<file path="src/rtl/store_buffer.sv">
// Pending-store FIFO between the pipeline and a single-ported data memory.
// Define STORE_BUFFER_FWD_EN to forward load data from buffered stores instead of stalling.
module store_buffer #(
    parameter int DEPTH = 4
) (
    input  logic                     clk,
    input  logic                     rst,
    input  logic                     st_valid,
    input  logic [15:0]              st_addr,
    input  logic [15:0]              st_data,
    output logic                     st_ready,
    input  logic                     ld_valid,
    input  logic [15:0]              ld_addr,
    output logic [15:0]              ld_data,
    output logic                     ld_stall,
    output logic [15:0]              mem_addr,
    output logic [15:0]              mem_wd,
    output logic                     mem_we,
    input  logic [15:0]              mem_rd,
    output logic [$clog2(DEPTH):0]   count,
    output logic                     empty
);

    localparam int AW = $clog2(DEPTH);
    localparam int CW = AW + 1;

    logic [15:0]      addr_q [DEPTH];
    logic [15:0]      data_q [DEPTH];
    logic [DEPTH-1:0] vld_q, vld_d;
    logic [AW-1:0]    head_q, head_d;
    logic [AW-1:0]    tail_q, tail_d;
    logic [CW-1:0]    count_q, count_d;

    logic push, pop, load_go, any_match;

    assign count    = count_q;
    assign empty    = (count_q == '0);
    assign st_ready = (count_q < CW'(DEPTH));
    assign push     = st_valid && st_ready;

    // Only registered entries take part, so a same-cycle store stays invisible to the load.
    always_comb begin
        any_match = 1'b0;
        for (int k = 0; k < DEPTH; k++) begin
            if (vld_q[k] && (addr_q[k] == ld_addr)) any_match = 1'b1;
        end
    end

`ifdef STORE_BUFFER_FWD_EN
    logic [15:0]   fwd_data;
    logic [AW-1:0] fwd_idx;

    // Walk oldest to youngest so the last hit is the youngest store.
    always_comb begin
        fwd_data = '0;
        fwd_idx  = '0;
        for (int k = 0; k < DEPTH; k++) begin
            fwd_idx = head_q + AW'(k);
            if (vld_q[fwd_idx] && (addr_q[fwd_idx] == ld_addr)) fwd_data = data_q[fwd_idx];
        end
    end

    assign ld_stall = 1'b0;
    assign ld_data  = any_match ? fwd_data : mem_rd;
`else
    assign ld_stall = ld_valid && any_match;
    assign ld_data  = mem_rd;
`endif

    assign load_go = ld_valid && !ld_stall;

    always_comb begin
        mem_addr = addr_q[head_q];
        mem_wd   = data_q[head_q];
        mem_we   = 1'b0;
        if (load_go) begin
            mem_addr = ld_addr;
        end else if (!empty && !rst) begin
            mem_we = 1'b1;
        end
    end

    assign pop = mem_we;

    always_comb begin
        head_d  = head_q;
        tail_d  = tail_q;
        vld_d   = vld_q;
        if (pop) begin
            vld_d[head_q] = 1'b0;
            head_d        = head_q + AW'(1);
        end
        if (push) begin
            vld_d[tail_q] = 1'b1;
            tail_d        = tail_q + AW'(1);
        end
        count_d = count_q + CW'(push) - CW'(pop);
    end

    always_ff @(posedge clk) begin
        if (rst) begin
            head_q  <= '0;
            tail_q  <= '0;
            count_q <= '0;
            vld_q   <= '0;
        end else begin
            head_q  <= head_d;
            tail_q  <= tail_d;
            count_q <= count_d;
            vld_q   <= vld_d;
        end
    end

    // Payload storage needs no reset; validity lives in vld_q.
    always_ff @(posedge clk) begin
        if (push && !rst) begin
            addr_q[tail_q] <= st_addr;
            data_q[tail_q] <= st_data;
        end
    end

endmodule

</file>
<file path="config.mk">
export PLATFORM = sky130hd
export DESIGN_NAME = store_buffer
export DESIGN_NICKNAME = d
export VERILOG_FILES = /design/src/rtl/store_buffer.sv
export SDC_FILE = /design/constraint.sdc
export NUM_CORES = 1
export LEC_CHECK = 0
export CORE_MARGIN = 1.5
export CORE_UTILIZATION = 25
export CTS_BUF_LIST = sky130_fd_sc_hd__clkbuf_4
export DETAILED_ROUTE_END_ITERATION = 8
export PLACE_DENSITY_LB_ADDON = 0.08
export SYNTH_ARGS = -nofsm -noshare
export SYNTH_HDL_FRONTEND = slang
export SYNTH_SLANG_ARGS = --single-unit
</file>
<file path="constraint.sdc">
create_clock -name clk -period 3.55 [get_ports clk]
set_clock_uncertainty 0.05 [all_clocks]
set_input_delay 0.355 -clock clk [delete_from_list [all_inputs] [get_ports clk]]
set_output_delay 0.355 -clock clk [all_outputs]
set_load 0.005 [all_outputs]
</file>
==> impl_metrics.prom, run 1 <==
# TYPE chip_impl_metric gauge
chip_impl_info{name="run_status",value="complete, but fails checks"} 1
chip_impl_info{name="failing_checks",value="setup timing"} 1
chip_impl_info{name="tritoncts",value="yes"} 1
chip_impl_metric{name="drive_above_1_share",unit="%"} 31.8
chip_impl_metric{name="slew_headroom",unit="%"} 58.6
chip_impl_metric{name="fillers",unit=""} 2582
chip_impl_metric{name="yosysWarnings",unit=""} 0
chip_impl_metric{name="p_leak",unit="nW"} 2.96
chip_impl_metric{name="avgSynthCellArea",unit="um2"} 15.8
chip_impl_info{name="beginning_of_the_worst_hold_path",value="st_data[10]"} 1
chip_impl_metric{name="port_buffers",unit=""} 90
chip_impl_metric{name="rows",unit=""} 59
chip_impl_info{name="crit_path_top_delay_cell",value="or4_1"} 1
chip_impl_metric{name="synth-compound-area-share",unit="%"} 1.67
chip_impl_metric{name="final_critical_delay_including_setup_and_external_delays",unit="ns"} 3.78
chip_impl_info{name="crit_path_start_kind",value="flip-flop"} 1
chip_impl_metric{name="firstDrtPassIters",unit=""} 4
chip_impl_metric{name="area_of_the_multi_input_gates",unit="mm2"} 0.00236
chip_impl_metric{name="avgRoutedWirePerCell",unit="um"} 20.5
chip_impl_metric{name="timing.max_cap.violations",unit=""} 0
chip_impl_metric{name="worst_ir_drop_vdd",unit="uV"} 257
chip_impl_info{name="synth.area.top_cells",value="edfxtp_1 (58%), mux4_2 (11%), xor2_1 (7.0%)"} 1
chip_impl_metric{name="die-area",unit="mm2"} 0.0274
chip_impl_info{name="cp-startpoint",value="addr_q[0][5]$_DFFE_PP_"} 1
chip_impl_metric{name="die_h",unit="um"} 166
chip_impl_metric{name="dp.final_hpwl",unit="um"} 12600
chip_impl_metric{name="clkLatencyLatePin",unit="ns"} 0.53
chip_impl_metric{name="dr_total_vias",unit=""} 4037
chip_impl_metric{name="clk_sinks",unit=""} 141
chip_impl_metric{name="fin_cells",unit=""} 890
chip_impl_metric{name="dp_cells",unit=""} 842
chip_impl_info{name="biggest_area_consumer_among_synthesized_cells",value="edfxtp_1"} 1
chip_impl_metric{name="path_clk_slew",unit="ns"} 0.15
chip_impl_metric{name="synth.top_cell.area_share",unit="%"} 58.1
chip_impl_metric{name="final.setup.worst_slack",unit="ns"} -0.226
chip_impl_metric{name="cellPowerDensity",unit="mW/mm2"} 537
chip_impl_metric{name="grt-ovfl-total",unit=""} 0
chip_impl_metric{name="via_count_of_the_first_global_routing_pass",unit=""} 4510
chip_impl_metric{name="timing.critical_path.fanout_max",unit=""} 4
chip_impl_metric{name="final_area",unit="mm2"} 0.00866
chip_impl_info{name="ys_dominant_reg_cell",value="edfxtp_1"} 1
chip_impl_metric{name="cts-htree-levels",unit=""} 4
chip_impl_info{name="critPathKind",value="flip-flop to output pin"} 1
chip_impl_metric{name="finalCoreUtilization",unit="%"} 33.3
chip_impl_metric{name="worstPathRequired",unit="ns"} 3.14
chip_impl_metric{name="dpl-instance-area",unit="mm2"} 0.00804
chip_impl_metric{name="design.final.nets",unit=""} 620
chip_impl_metric{name="drt_first_iter_violations",unit=""} 209
chip_impl_metric{name="register_area",unit="mm2"} 0.00411
chip_impl_metric{name="clock_path_buffers",unit=""} 2
chip_impl_metric{name="synthesis.instances",unit=""} 419
chip_impl_metric{name="grt_antenna_before_repair",unit=""} 2
chip_impl_metric{name="arrival_time_at_the_worst_endpoint",unit="ns"} 3.37
chip_impl_metric{name="grt_start_max_net_pins",unit=""} 35
chip_impl_metric{name="die_width",unit="um"} 166
chip_impl_metric{name="grtUsageTotal",unit="%"} 13.7
chip_impl_info{name="min_path_type",value="primary input to flip-flop"} 1
chip_impl_info{name="grt_setup_unrepaired",value="true"} 1
chip_impl_metric{name="synth_enable_flop_cells",unit=""} 128
chip_impl_info{name="cells_along_the_critical_path",value="xor2_1 -> or4_1 -> or4_1 -> o32a_1 -> nand3_4 -> buf_12 -> buf_12 -> mux2_4 -> buf_6"} 1
chip_impl_metric{name="synth_fa_ha_area_share",unit="%"} 2.19
chip_impl_info{name="critPathCaptureType",value="output pin"} 1
chip_impl_info{name="synth_common_cells",value="edfxtp_1 (128), xor2_1 (53), mux4_2 (32)"} 1
chip_impl_metric{name="max_slew.worst_pin.slew",unit="ns"} 0.621
chip_impl_metric{name="synth_mux_area_share",unit="%"} 13.6
chip_impl_metric{name="synth-async-reset-ratio",unit="%"} 0
chip_impl_metric{name="synth-simple-area-share",unit="%"} 7.08
chip_impl_metric{name="fin_hold_ws",unit="ns"} 0.375
chip_impl_info{name="worst_r2r_start",value="addr_q[0][5]$_DFFE_PP_"} 1
chip_impl_metric{name="syn_nets",unit=""} 498
chip_impl_metric{name="cp_slowest_stage_delay",unit="ns"} 0.53
chip_impl_metric{name="gpl.final_weighted_congestion",unit=""} 0.791
chip_impl_metric{name="area_growth_syn_to_layout",unit="%"} 31.0
chip_impl_metric{name="yosys.cell_types.count",unit=""} 38
chip_impl_metric{name="final-hold-violation-count",unit=""} 0
chip_impl_metric{name="synth.ff_latch_count",unit=""} 141
chip_impl_metric{name="mappedNetlistArea",unit="mm2"} 0.00661
chip_impl_metric{name="finalMaxSlewViolations",unit=""} 0
chip_impl_metric{name="floorplan.core_area",unit="mm2"} 0.0260
chip_impl_metric{name="drt.antenna.violating_nets",unit=""} 0
chip_impl_metric{name="fmax",unit="MHz"} 265
chip_impl_metric{name="global_route_wire_length_before_repair",unit="um"} 27700
chip_impl_metric{name="start_util",unit="%"} 25.4
chip_impl_metric{name="post-route-drc-count",unit=""} 0
chip_impl_metric{name="timing.final.crit_share",unit="%"} 106
chip_impl_metric{name="cts-buffers-inserted",unit=""} 17
chip_impl_info{name="clockRootBuffer",value="clkbuf_4"} 1
chip_impl_metric{name="xor_xnor_cell_area_share_of_the_yosys_netlist",unit="%"} 8.87
chip_impl_info{name="top_count_cell_post_synth",value="edfxtp_1"} 1
chip_impl_metric{name="tns",unit="ns"} -3.40
chip_impl_metric{name="routed_via_density",unit=""} 4.54
chip_impl_metric{name="synth.yosys.seq_area_share",unit="%"} 62.1
chip_impl_info{name="synth_top_family_by_area",value="multiplexers"} 1
chip_impl_metric{name="setup-violations-final",unit=""} 20
chip_impl_metric{name="totalWireLength",unit="um"} 18200
chip_impl_metric{name="io_pins",unit=""} 123
-- power breakdown --
part	switching [W]	leakage, nW	internal, W
Clock	0.000672	0.166	0.000455
Sequential	0.0000969	1.27	0.00193
Combinational	0.000630	1.52	0.000861
Total	0.00140	2.96	0.00325
-- sequential cells by signal, indices dropped and copies added, names as in the netlist, named ones only --
name	count
count	3
data_q	64
head_q	2
addr_q	64
tail_q	2
vld_q	4
-- cells in the final DEF (no fill, tap or decap), types with 3 or more instances in the layout --
cell type,count
a2bb2oi_1,4
and3_2,4
buf_12,4
buf_2,3
buf_4,46
buf_6,20
clkbuf_4,18
clkdlybuf4s50_1,72
clkinv_4,4
dfxtp_1,11
edfxtp_1,128
ha_1,8
inv_1,10
inv_6,3
inv_8,4
mux2_4,16
mux4_2,32
nand2_1,8
nand3_1,9
nand4_1,6
nor2_1,11
nor2b_1,5
nor3_1,5
nor4_1,18
nor4b_1,3
or4_1,5
xnor2_1,12
xor2_1,49
xor2_2,4
-- area by class of cell --
class	count	share of cell area, %
Clock inverter	14	2.01
Clock buffer	18	1.56
Tap cell	335	4.84
Multi-Input combinational cell	221	27.3
Inverter	12	0.520
Antenna cell	1	0.0289
Sequential cell	141	47.4
Timing Repair Buffer	148	16.3
-- final timing paths --
path | slack, ns | cells after the start | to
setup reg to reg | -0.18 | 15 | count[2]$_SDFF_PP0_
setup / recovery | -0.23 | 9 | mem_addr[14]
hold reg to reg | 0.56 | 2 | tail_q[0]$_SDFFE_PP0P_
hold / removal | 0.37 | 1 | data_q[0][10]$_DFFE_PP_
-- timing repair --
| action | 4_1_cts | 5_1_grt |
|---|---|---|
| buffers inserted | 14 | 2 |
| hold buffers | 0 | 0 |
| endpoints found under the setup margin | 19 | 20 |
| pin swaps | 11 | 10 |
| resized for setup | 110 | 15 |
-- metal layers --
metal  up-vias  GRT usage [%]  part of all wire [%]
li1       1835              -                     -
met1      2064           16.4                    42
met2       115           23.3                    50
met3        21           4.44                   5.8
met4         2           4.23                   1.8
met5         -              0                 0.071
-- critical path: cells and delay by family (launching register included) --
family,cells,cell delay [ns]
AOI/OAI and AO/OA,1,0.36
xor gates and xnor gates,1,0.21
buffers and inverters,3,0.37
DFF,1,0.42
muxes,1,0.30
and+or+nand+nor,3,1.18
-- cell families (layout without fill, tap and decap cells) --
family / Yosys count / in the layout
simple gates: 81 / 81
other cells: 0 / 1
mux: 48 / 48
fa+ha+maj: 11 / 11
xor+xnor: 67 / 67
flops: 141 / 141
compound gates: 14 / 14
buf+inv: 57 / 192
-- through the flow --
step	worst slack (ns)	power, W
finish	-0.226	0.00465
floorplan	-0.125	0.00280
global route	-0.389	0.00492
detailed placement	-0.512	0.00349
global placement	-0.487	0.00349
CTS	-0.329	0.00471
Note: power is estimated with default switching activity, not from simulation.
==> run 2: changes to the inputs <==
--- a/config.mk
+++ b/config.mk
@@ -9,6 +9,7 @@
 export CORE_UTILIZATION = 25
 export CTS_BUF_LIST = sky130_fd_sc_hd__clkbuf_4
 export DETAILED_ROUTE_END_ITERATION = 8
+export HOLD_SLACK_MARGIN = 0.08
 export PLACE_DENSITY_LB_ADDON = 0.08
 export SYNTH_ARGS = -nofsm -noshare
 export SYNTH_HDL_FRONTEND = slang
==> constraint.sdc (replaced) <==
create_clock -name clk -period 3.55 [get_ports clk]
set_clock_uncertainty 0.05 [all_clocks]
set_input_delay 1.065 -clock clk [delete_from_list [all_inputs] [get_ports clk]]
set_output_delay 1.065 -clock clk [all_outputs]
set_load 0.005 [all_outputs]
==> run 2 against run 1 <==
  * The run still ends with setup timing left
  * Via count up 0.45%
  * Core utilization is 1.3 points higher
  * Die area did not move
  * Hold slack better by 0.18 ns
  * Final cell count grew 2.2%
  * Flip-flop and latch count unchanged
  * Worst setup slack lost 0.85 ns
  * Fmax shrank 18%
  * Critical path type is now primary input to output pin
  * Highest routed layer is now met4
==> impl_metrics.prom, run 2 (synthesized netlist as in run 1, its figures left out) <==
# TYPE chip_impl_metric gauge
chip_impl_metric{name="rows",unit=""} 59
chip_impl_metric{name="place_worst_setup_slack",unit="ns"} -1.89
chip_impl_metric{name="clock_path_buffers",unit=""} 2
chip_impl_metric{name="post-route-drc-count",unit=""} 0
chip_impl_metric{name="power_report.internal_total",unit="W"} 0.00328
chip_impl_metric{name="cts-buffers-inserted",unit=""} 17
chip_impl_metric{name="die_width",unit="um"} 166
chip_impl_metric{name="slew_headroom",unit="%"} 70.6
chip_impl_metric{name="gpl.final_weighted_congestion",unit=""} 0.774
chip_impl_metric{name="die-area",unit="mm2"} 0.0274
chip_impl_metric{name="fillers",unit=""} 2577
chip_impl_metric{name="final.setup.worst_slack",unit="ns"} -1.07
chip_impl_metric{name="dp.final_hpwl",unit="um"} 13100
chip_impl_metric{name="final-hold-violation-count",unit=""} 0
chip_impl_metric{name="p_leak",unit="nW"} 3.13
chip_impl_info{name="critPathCaptureType",value="output pin"} 1
chip_impl_metric{name="floorplan.core_area",unit="mm2"} 0.0260
chip_impl_metric{name="seq_power_share",unit="%"} 42.8
chip_impl_metric{name="grt_start_max_net_pins",unit=""} 35
chip_impl_metric{name="cellPowerDensity",unit="mW/mm2"} 528
chip_impl_info{name="clockRootBuffer",value="clkbuf_4"} 1
chip_impl_metric{name="cts-hold-fix-buffers",unit=""} 0
chip_impl_metric{name="io_pins",unit=""} 123
chip_impl_metric{name="final_critical_delay_including_setup_and_external_delays",unit="ns"} 4.62
chip_impl_metric{name="setup-violations-final",unit=""} 21
chip_impl_metric{name="area_of_the_multi_input_gates",unit="mm2"} 0.00248
chip_impl_metric{name="fin_hold_ws",unit="ns"} 0.555
chip_impl_info{name="grt_setup_unrepaired",value="true"} 1
chip_impl_metric{name="dr_total_vias",unit=""} 4055
chip_impl_metric{name="fmax",unit="MHz"} 216
chip_impl_metric{name="design.final.nets",unit=""} 638
chip_impl_metric{name="start_util",unit="%"} 25.4
chip_impl_info{name="worst_r2r_start",value="addr_q[0][5]$_DFFE_PP_"} 1
chip_impl_metric{name="grt_antenna_before_repair",unit=""} 3
chip_impl_metric{name="timing.critical_path.fanout_max",unit=""} 4
chip_impl_info{name="crit_path_start_kind",value="primary input"} 1
chip_impl_info{name="reg_top3",value="addr_q: 64 flops, data_q: 64 flops, vld_q: 4 flops"} 1
chip_impl_metric{name="path_clk_slew",unit="ns"} 0.12
chip_impl_info{name="beginning_of_the_worst_hold_path",value="tail_q[0]$_SDFFE_PP0P_"} 1
chip_impl_info{name="min_path_type",value="flip-flop to flip-flop"} 1
chip_impl_metric{name="p_comb_share",unit="%"} 34.3
chip_impl_metric{name="global_route_wire_length_before_repair",unit="um"} 28400
chip_impl_metric{name="power.net_switching",unit="W"} 0.00148
chip_impl_metric{name="p_sw_share",unit="%"} 31.1
chip_impl_metric{name="drt.antenna.violating_nets",unit=""} 0
chip_impl_metric{name="totalWireLength",unit="um"} 18600
chip_impl_metric{name="avgRoutedWirePerCell",unit="um"} 20.5
chip_impl_info{name="critPathKind",value="primary input to output pin"} 1
chip_impl_metric{name="port_buffers",unit=""} 90
chip_impl_info{name="cp-startpoint",value="ld_addr[5]"} 1
chip_impl_metric{name="p_total",unit="W"} 0.00475
chip_impl_metric{name="clkLatencyLatePin",unit="ns"} 0.55
chip_impl_info{name="tritoncts",value="yes"} 1
chip_impl_metric{name="via_count_of_the_first_global_routing_pass",unit=""} 4522
chip_impl_metric{name="whs_path_depth",unit=""} 2
chip_impl_metric{name="arrival_time_at_the_worst_endpoint",unit="ns"} 3.51
chip_impl_metric{name="timing.max_cap.violations",unit=""} 0
chip_impl_info{name="run_status",value="complete, but fails checks"} 1
chip_impl_metric{name="cts-htree-levels",unit=""} 4
chip_impl_metric{name="timing.final.crit_share",unit="%"} 130
chip_impl_metric{name="rr_worst_depth",unit=""} 18
chip_impl_metric{name="worstPathRequired",unit="ns"} 2.43
chip_impl_metric{name="max_slew.worst_pin.slew",unit="ns"} 0.442
chip_impl_metric{name="firstDrtPassIters",unit=""} 4
chip_impl_metric{name="finalMaxSlewViolations",unit=""} 0
chip_impl_metric{name="clk_sinks",unit=""} 141
chip_impl_metric{name="tns",unit="ns"} -19.43
chip_impl_info{name="layout_commonest_cell",value="edfxtp_1"} 1
chip_impl_metric{name="grtUsageTotal",unit="%"} 14.1
chip_impl_info{name="layout_common_cells",value="edfxtp_1 (128), clkdlybuf4s50_1 (57), buf_4 (52), xor2_1 (46), buf_6 (35)"} 1
chip_impl_metric{name="drt_first_iter_violations",unit=""} 256
chip_impl_metric{name="drive_above_1_share",unit="%"} 37.2
chip_impl_metric{name="worst_ir_drop_vdd",unit="uV"} 265
chip_impl_metric{name="register_area",unit="mm2"} 0.00411
chip_impl_metric{name="die_h",unit="um"} 166
chip_impl_metric{name="grt-ovfl-total",unit=""} 0
chip_impl_metric{name="area_growth_syn_to_layout",unit="%"} 36.0
chip_impl_metric{name="power.clock.fraction",unit="%"} 22.9
chip_impl_metric{name="finalCoreUtilization",unit="%"} 34.6
chip_impl_metric{name="routed_via_density",unit=""} 4.46
chip_impl_info{name="failing_checks",value="setup timing"} 1
==> run 2: worst max-delay path, stage by stage <==
cell     delay, ns
buf_8         0.11
xor2_4        0.18
or4_1         0.54
or4_4         0.49
o32a_1        0.35
nand3_4       0.12
buf_6         0.15
buf_6         0.10
mux2_4        0.29
buf_6         0.12
==> run 2: routing by layer <==
layer  track usage, %  vias up  part of all wire (%)
met4             3.29        0                  0.90
met1             18.1     2070                    45
li1                 -     1872                     -
met2             23.6      100                    49
met5                0        -                     0
met3             3.87       13                   5.0
==> run 2: what timing repair did <==
action,in CTS,in global routing
setup endpoints to repair,37,21
hold endpoints to repair,0,0
pin swaps,12,8
gates resized for setup,165,28
setup buffers,17,5
==> run 2: area by class of cell <==
class	count	area share, %
antenna	3	0.0834
clock buffer	17	1.42
clock inverter	15	1.96
inverter	12	0.529
multi-input combinational	221	27.6
sequential	141	45.7
tap	335	4.66
timing repair buffer	166	18.1
==> run 2: path summary, 6_finish.rpt <==
kind / to / slack (ns)
setup reg to reg: count[2]$_SDFF_PP0_ / -0.46
hold reg to reg: tail_q[0]$_SDFFE_PP0P_ / 0.55
hold / removal: tail_q[0]$_SDFFE_PP0P_ / 0.55
setup / recovery: mem_addr[0] / -1.07
==> run 2: stage by stage <==
step | instance area (um2) | instances
finish | 9000 | 910
global route | 8990 | 908
CTS | 8880 | 903
detailed placement | 8230 | 854
global placement | 8230 | 854
floorplan | 6690 | 419
==> run 2: power groups by stage <==
stage | clock [W] | sequential, W | combinational, W
2_1_floorplan | 0 | 0.00202 | 0.000812
3_3_place_gp | 0 | 0.00206 | 0.00151
3_5_place_dp | 0 | 0.00207 | 0.00151
4_1_cts | 0.00114 | 0.00204 | 0.00163
5_1_grt | 0.00121 | 0.00205 | 0.00176
6_report | 0.00109 | 0.00204 | 0.00163
